`config.mk`:
```
export PLATFORM = sky130hd
export DESIGN_NAME = fft_frame_collector
export DESIGN_NICKNAME = d
export VERILOG_FILES = /design/src/rtl/fft_frame_collector.sv
export SDC_FILE = /design/constraint.sdc
export NUM_CORES = 2
export LEC_CHECK = 0
export CAP_MARGIN = 40
export CORE_ASPECT_RATIO = 0.9
export CORE_MARGIN = 2
export CORE_UTILIZATION = 35
export CTS_CLUSTER_SIZE = 14
export DETAILED_ROUTE_END_ITERATION = 10
export SLEW_MARGIN = 20
export SYNTH_ARGS = -nofsm -noshare
export SYNTH_HDL_FRONTEND = slang
export SYNTH_SLANG_ARGS = --single-unit
```
`constraint.sdc`:
```
create_clock -name clk -period 6.6 [get_ports clk]
set_input_delay 1.65 -clock clk [delete_from_list [all_inputs] [get_ports clk]]
set_output_delay 1.65 -clock clk [all_outputs]
set_load 0.005 [all_outputs]
```
`src/rtl/fft_frame_collector.sv`:
```
// Collects one complex FFT frame per start/over burst into a ping-pong buffer and replays it in order.
// Define COLLECT_BITREV_EN to write at bit-reversed addresses so the output comes out in natural order.
module fft_frame_collector #(
  parameter int LAYER = 4,
  parameter int DW    = 32
) (
  input  logic                 clk,
  input  logic                 rst,
  input  logic signed [DW-1:0] in_real,
  input  logic signed [DW-1:0] in_img,
  input  logic                 start,
  input  logic                 over,
  output logic signed [DW-1:0] out_real,
  output logic signed [DW-1:0] out_img,
  output logic                 out_valid,
  output logic                 out_start,
  output logic                 out_end,
  output logic                 err
);
  localparam int N = 1 << LAYER;
  localparam logic [LAYER-1:0] LAST = LAYER'(N - 1);

  typedef enum logic {IDLE, FILL} state_t;
  state_t state, state_n;

  logic [LAYER-1:0] wi, wi_n, idx, waddr;
  logic             wbank, wbank_n, err_n, done, we, last;

  logic [2*DW-1:0]  mem [0:2*N-1];

  logic [LAYER-1:0] ra;
  logic             rd_act, rd_bank;
  logic [2*DW-1:0]  rd_p0;
  logic             vld_p0, first_p0, last_p0;

`ifdef COLLECT_BITREV_EN
  function automatic logic [LAYER-1:0] bitrev(input logic [LAYER-1:0] a);
    logic [LAYER-1:0] r;
    for (int i = 0; i < LAYER; i++) r[i] = a[LAYER-1-i];
    return r;
  endfunction
`endif

  // A start pulse always (re)starts the frame at index 0, even mid-fill.
  assign we   = start || (state == FILL);
  assign idx  = start ? '0 : wi;
  assign last = (idx == LAST);

`ifdef COLLECT_BITREV_EN
  assign waddr = bitrev(idx);
`else
  assign waddr = idx;
`endif

  always_ff @(posedge clk or negedge rst) begin
    if (!rst) begin
      state <= IDLE;
      wi    <= '0;
      wbank <= 1'b0;
      err   <= 1'b0;
    end else begin
      state <= state_n;
      wi    <= wi_n;
      wbank <= wbank_n;
      err   <= err_n;
    end
  end

  always_comb begin
    state_n = state;
    wi_n    = wi;
    wbank_n = wbank;
    err_n   = 1'b0;
    done    = 1'b0;
    if (we) begin
      err_n = (state == FILL) && start;
      if (over) begin
        state_n = IDLE;
        wi_n    = '0;
        if (last) begin
          done    = 1'b1;
          wbank_n = ~wbank;
        end else begin
          err_n = 1'b1;
        end
      end else if (last) begin
        // Frame filled without its closing over pulse: discard.
        state_n = IDLE;
        wi_n    = '0;
        err_n   = 1'b1;
      end else begin
        state_n = FILL;
        wi_n    = idx + 1'b1;
      end
    end
  end

  always_ff @(posedge clk) begin
    if (we) mem[{wbank, waddr}] <= {in_real, in_img};
  end

  // Read sequencer: a completed frame restarts the scan on the bank just filled.
  always_ff @(posedge clk or negedge rst) begin
    if (!rst) begin
      rd_act  <= 1'b0;
      ra      <= '0;
      rd_bank <= 1'b0;
    end else if (done) begin
      rd_act  <= 1'b1;
      ra      <= '0;
      rd_bank <= wbank;
    end else if (rd_act) begin
      ra <= ra + 1'b1;
      if (ra == LAST) rd_act <= 1'b0;
    end
  end

  // Stage p0: synchronous RAM read
  always_ff @(posedge clk) begin
    rd_p0 <= mem[{rd_bank, ra}];
  end

  always_ff @(posedge clk or negedge rst) begin
    if (!rst) begin
      vld_p0   <= 1'b0;
      first_p0 <= 1'b0;
      last_p0  <= 1'b0;
    end else begin
      vld_p0   <= rd_act;
      first_p0 <= rd_act && (ra == '0);
      last_p0  <= rd_act && (ra == LAST);
    end
  end

  // Output stage: data forced to zero outside valid cycles
  always_ff @(posedge clk or negedge rst) begin
    if (!rst) begin
      out_real  <= '0;
      out_img   <= '0;
      out_valid <= 1'b0;
      out_start <= 1'b0;
      out_end   <= 1'b0;
    end else begin
      out_real  <= vld_p0 ? $signed(rd_p0[2*DW-1:DW]) : '0;
      out_img   <= vld_p0 ? $signed(rd_p0[DW-1:0]) : '0;
      out_valid <= vld_p0;
      out_start <= first_p0;
      out_end   <= last_p0;
    end
  end

endmodule

```
==> results.md <==
- Fill cells: 20200
- Max Cap Viol: 0
- Synth unique cells: 52
- Mapped Avg Cell Area: 20.4 um^2
- Largest net degree at the start of global routing: 126
- Peak supply drop: 257 uV
- TritonCTS clock tree: built
- Syn_nets: 4093
- Dpl hpwl: 116000 um
- Post-layout util: 0.409
- Starting Density: 0.352
- Die width: 515 um
- Tightest Pin Transition: 1.02 ns
- # IOs: 136
- Reg2Reg Capture Point: rd_p0[14]
- Crit path depth: 8
- Max-slew headroom: 0.320
- Row cnt: 168
- Vias: 40600
- CTS clk-pin slew, worst paths: 0.06 ns
- Commonest cells post-synth: edfxtp_1 (2048), mux2i_1 (581), o22ai_1 (226)
- Vias in the first global route: 41000
- Antenna violations before repair: 10
- Syn Inst Count: 4021
- Hold endpoint: out_end
- Area contributors post-synth: edfxtp_1 (75%), mux2i_1 (7.1%), mux4_2 (6.1%)
- Layout Skew: 0.0751 ns
- Register bit total from synthesis: 2195
- Setup CP Type: in2reg
- Critical Path AT: 4.42 ns
- Bufs on Longest Clock Path: 3
- TritonCTS Sinks: 2195
- Sequential-to-total area share from yosys stat: 0.789
- Most frequent cell after synthesis: edfxtp_1
- First-pass GRT wire length: 302000 um
- Share of cells above drive strength 1: 0.171
- Yosys warning count: 0
- Later-pin clock latency in the skew report: 0.86 ns
- Post-synth ARST share: 0.0378
- RSZ-0062 raised after global routing: false
- Fin. Hold Viols: 0
- Overall power: 28000 uW
- Router iterations before antenna repair: 5
- CP endpoint kind: flip-flop
- Comb pwr share: 0.014
- Flop pwr share: 0.546
- # DRC: 0
- Final ANT Viol Nets: 0
- CP Buf/Inv Count: 4
- Overflow after GRT: 0
- Core footprint: 233000 um^2
- R2R depth: 6
- Post-synth EDFFs: 2048
- Final #Nets: 4379
- Switching share of total power: 0.200
- Nature of the critical path startpoint: input port
- Die Span Y: 464 um
- Gpl congestion: 0.773
- Synth top area share: 0.749
- Setup Total Neg Slack: 0 ns
- H-tree depth: 4
- All-Layer GR Usage: 0.174
- Final WS setup: 2.69 ns
- Mapped cell area: 82200 um^2
- Max stage delay cell, worst path: clkdlybuf4s50_1
- Clk pwr share: 0.440
- Top_reg_cell synth: edfxtp_1
- DIE AREA: 239000 um^2
- Crit-path max FO: 48
- Place WS: 1.81 ns
- Final WL: 211000 um
- Hold wc startpoint: last_p0
- Wire per inst: 27.9 um
- Reg2Reg Setup Slack: 3.05 ns
- DR vias/cell: 5.38
- Internal Power: 22400 uW
- Post_cts resized: 0
- Min Tclk post-route: 3.91 ns
- CP Data Required Time: 7.10 ns
- Layout area overhead: 16.2%
- NetSw: 5610 uW
- Min-delay worst type: reg2reg
- Setup Buffers After CTS: 0
- Hold Slack: 0.352 ns
- Top delay family on crit path: buffers and inverters
- Final setup viols: 0
- Max-slew violations: 0
- CP cell instances: clkdlybuf4s50_1, nand2b_1, inv_1, ha_1, o21ai_1, buf_4, nor2_4, buf_12
- Fmax: 255 MHz
- Cts hold-fix bufs: 0
- Worst path max stage delay: 0.65 ns
- Yosys top cell by area: edfxtp_1
- LEAKAGE: 0.0343 uW
- Hold path depth: 0
- Tcrit/Tclk final: 0.593
- Clock root buffer: clkbuf_16
- Starting DRT DRC Count: 4683
- Power per cell area: 293 nW/um^2
- R2r startpoint: ra[2]
- CTS Buf Count: 218
- IO buf count: 135
- Status: completed
[flip-flops by register name (all words and copies together), names as in the netlist]
name       cells
rd_bank        1
out_end        1
wbank          1
out_start      1
vld_p0         1
out_img       32
last_p0        1
ra             4
rd_act         1
first_p0       1
rd_p0         64
err            1
wi             4
out_valid      1
out_real      32
mem         2048
state          1
[worst max-delay path by stage]
| stage | from | endpoint | slack (ns) |
|---|---|---|---|
| floorplan | start | mem[30][0] | 1.03 |
| global placement | start | mem[11][52] | 1.59 |
| detailed placement | start | mem[11][11] | 1.81 |
| CTS | start | mem[11][38] | 2.67 |
| global route | start | mem[29][55] | 2.61 |
| finish | start | mem[29][45] | 2.69 |
[power groups by stage]
| stage | Combinational (uW) | Sequential, uW | Clock (uW) |
|---|---|---|---|
| 2_1_floorplan | 43.5 | 15600 | 0 |
| 3_3_place_gp | 357 | 15600 | 0 |
| 3_5_place_dp | 391 | 15600 | 0 |
| 4_1_cts | 390 | 15300 | 12500 |
| 5_1_grt | 415 | 15300 | 13100 |
| 6_report | 384 | 15300 | 12300 |
[cell usage in the layout (no fill, tap or decap), types with 69 or more instances in the layout]
cell             synthesis  layout
mux4_2                 222     222
clkbuf_16                0     220
mux2i_1                581     581
clkdlybuf4s50_1          0     128
nor2_1                 101      69
dfrtp_1                 83      77
o22ai_1                226     226
buf_4                   56      88
edfxtp_1              2048    2048
[cell type report]
type / instances / area [um^2] / share of cell area
Tap cell: 3060 / 3830 / 0.0401
Antenna cell: 4 / 10.0 / 0.000105
Timing Repair Buffer: 301 / 3450 / 0.0361
Sequential cell: 2195 / 64900 / 0.680
Clock buffer: 297 / 5920 / 0.0621
Inverter: 9 / 33.8 / 0.000354
Multi-Input combinational cell: 1582 / 16100 / 0.169
Clock inverter: 111 / 1190 / 0.0125
[cell families (layout without fill, tap and decap cells)]
family                   Yosys count  in the layout  synth area share
other                              0              4                 0
AO/OA/AOI/OAI                    512            512            0.0437
flip-flops                      2195           2195             0.789
buffers and inverters            244            718            0.0176
AND/OR/NAND/NOR                  258            258            0.0164
adder cells (fa/ha/maj)            4              4          0.000609
XOR/XNOR                           4              4          0.000426
multiplexers                     804            804             0.132
[metal layers]
layer	share of wire	vias up	track usage
met5	0.00013	-	0
met4	0.021	4	0.0411
met2	0.46	1595	0.270
met1	0.45	21600	0.255
met3	0.073	281	0.0306
li1	-	17200	-
[metrics by stage]
stage / instance area (um^2) / instances
after CTS: 95300 / 7547
after floorplan: 82200 / 4021
after global routing: 95400 / 7556
final: 95400 / 7559
after detailed placement: 88100 / 7139
after global placement: 87600 / 7105
Power figures use the tool's default switching activity.
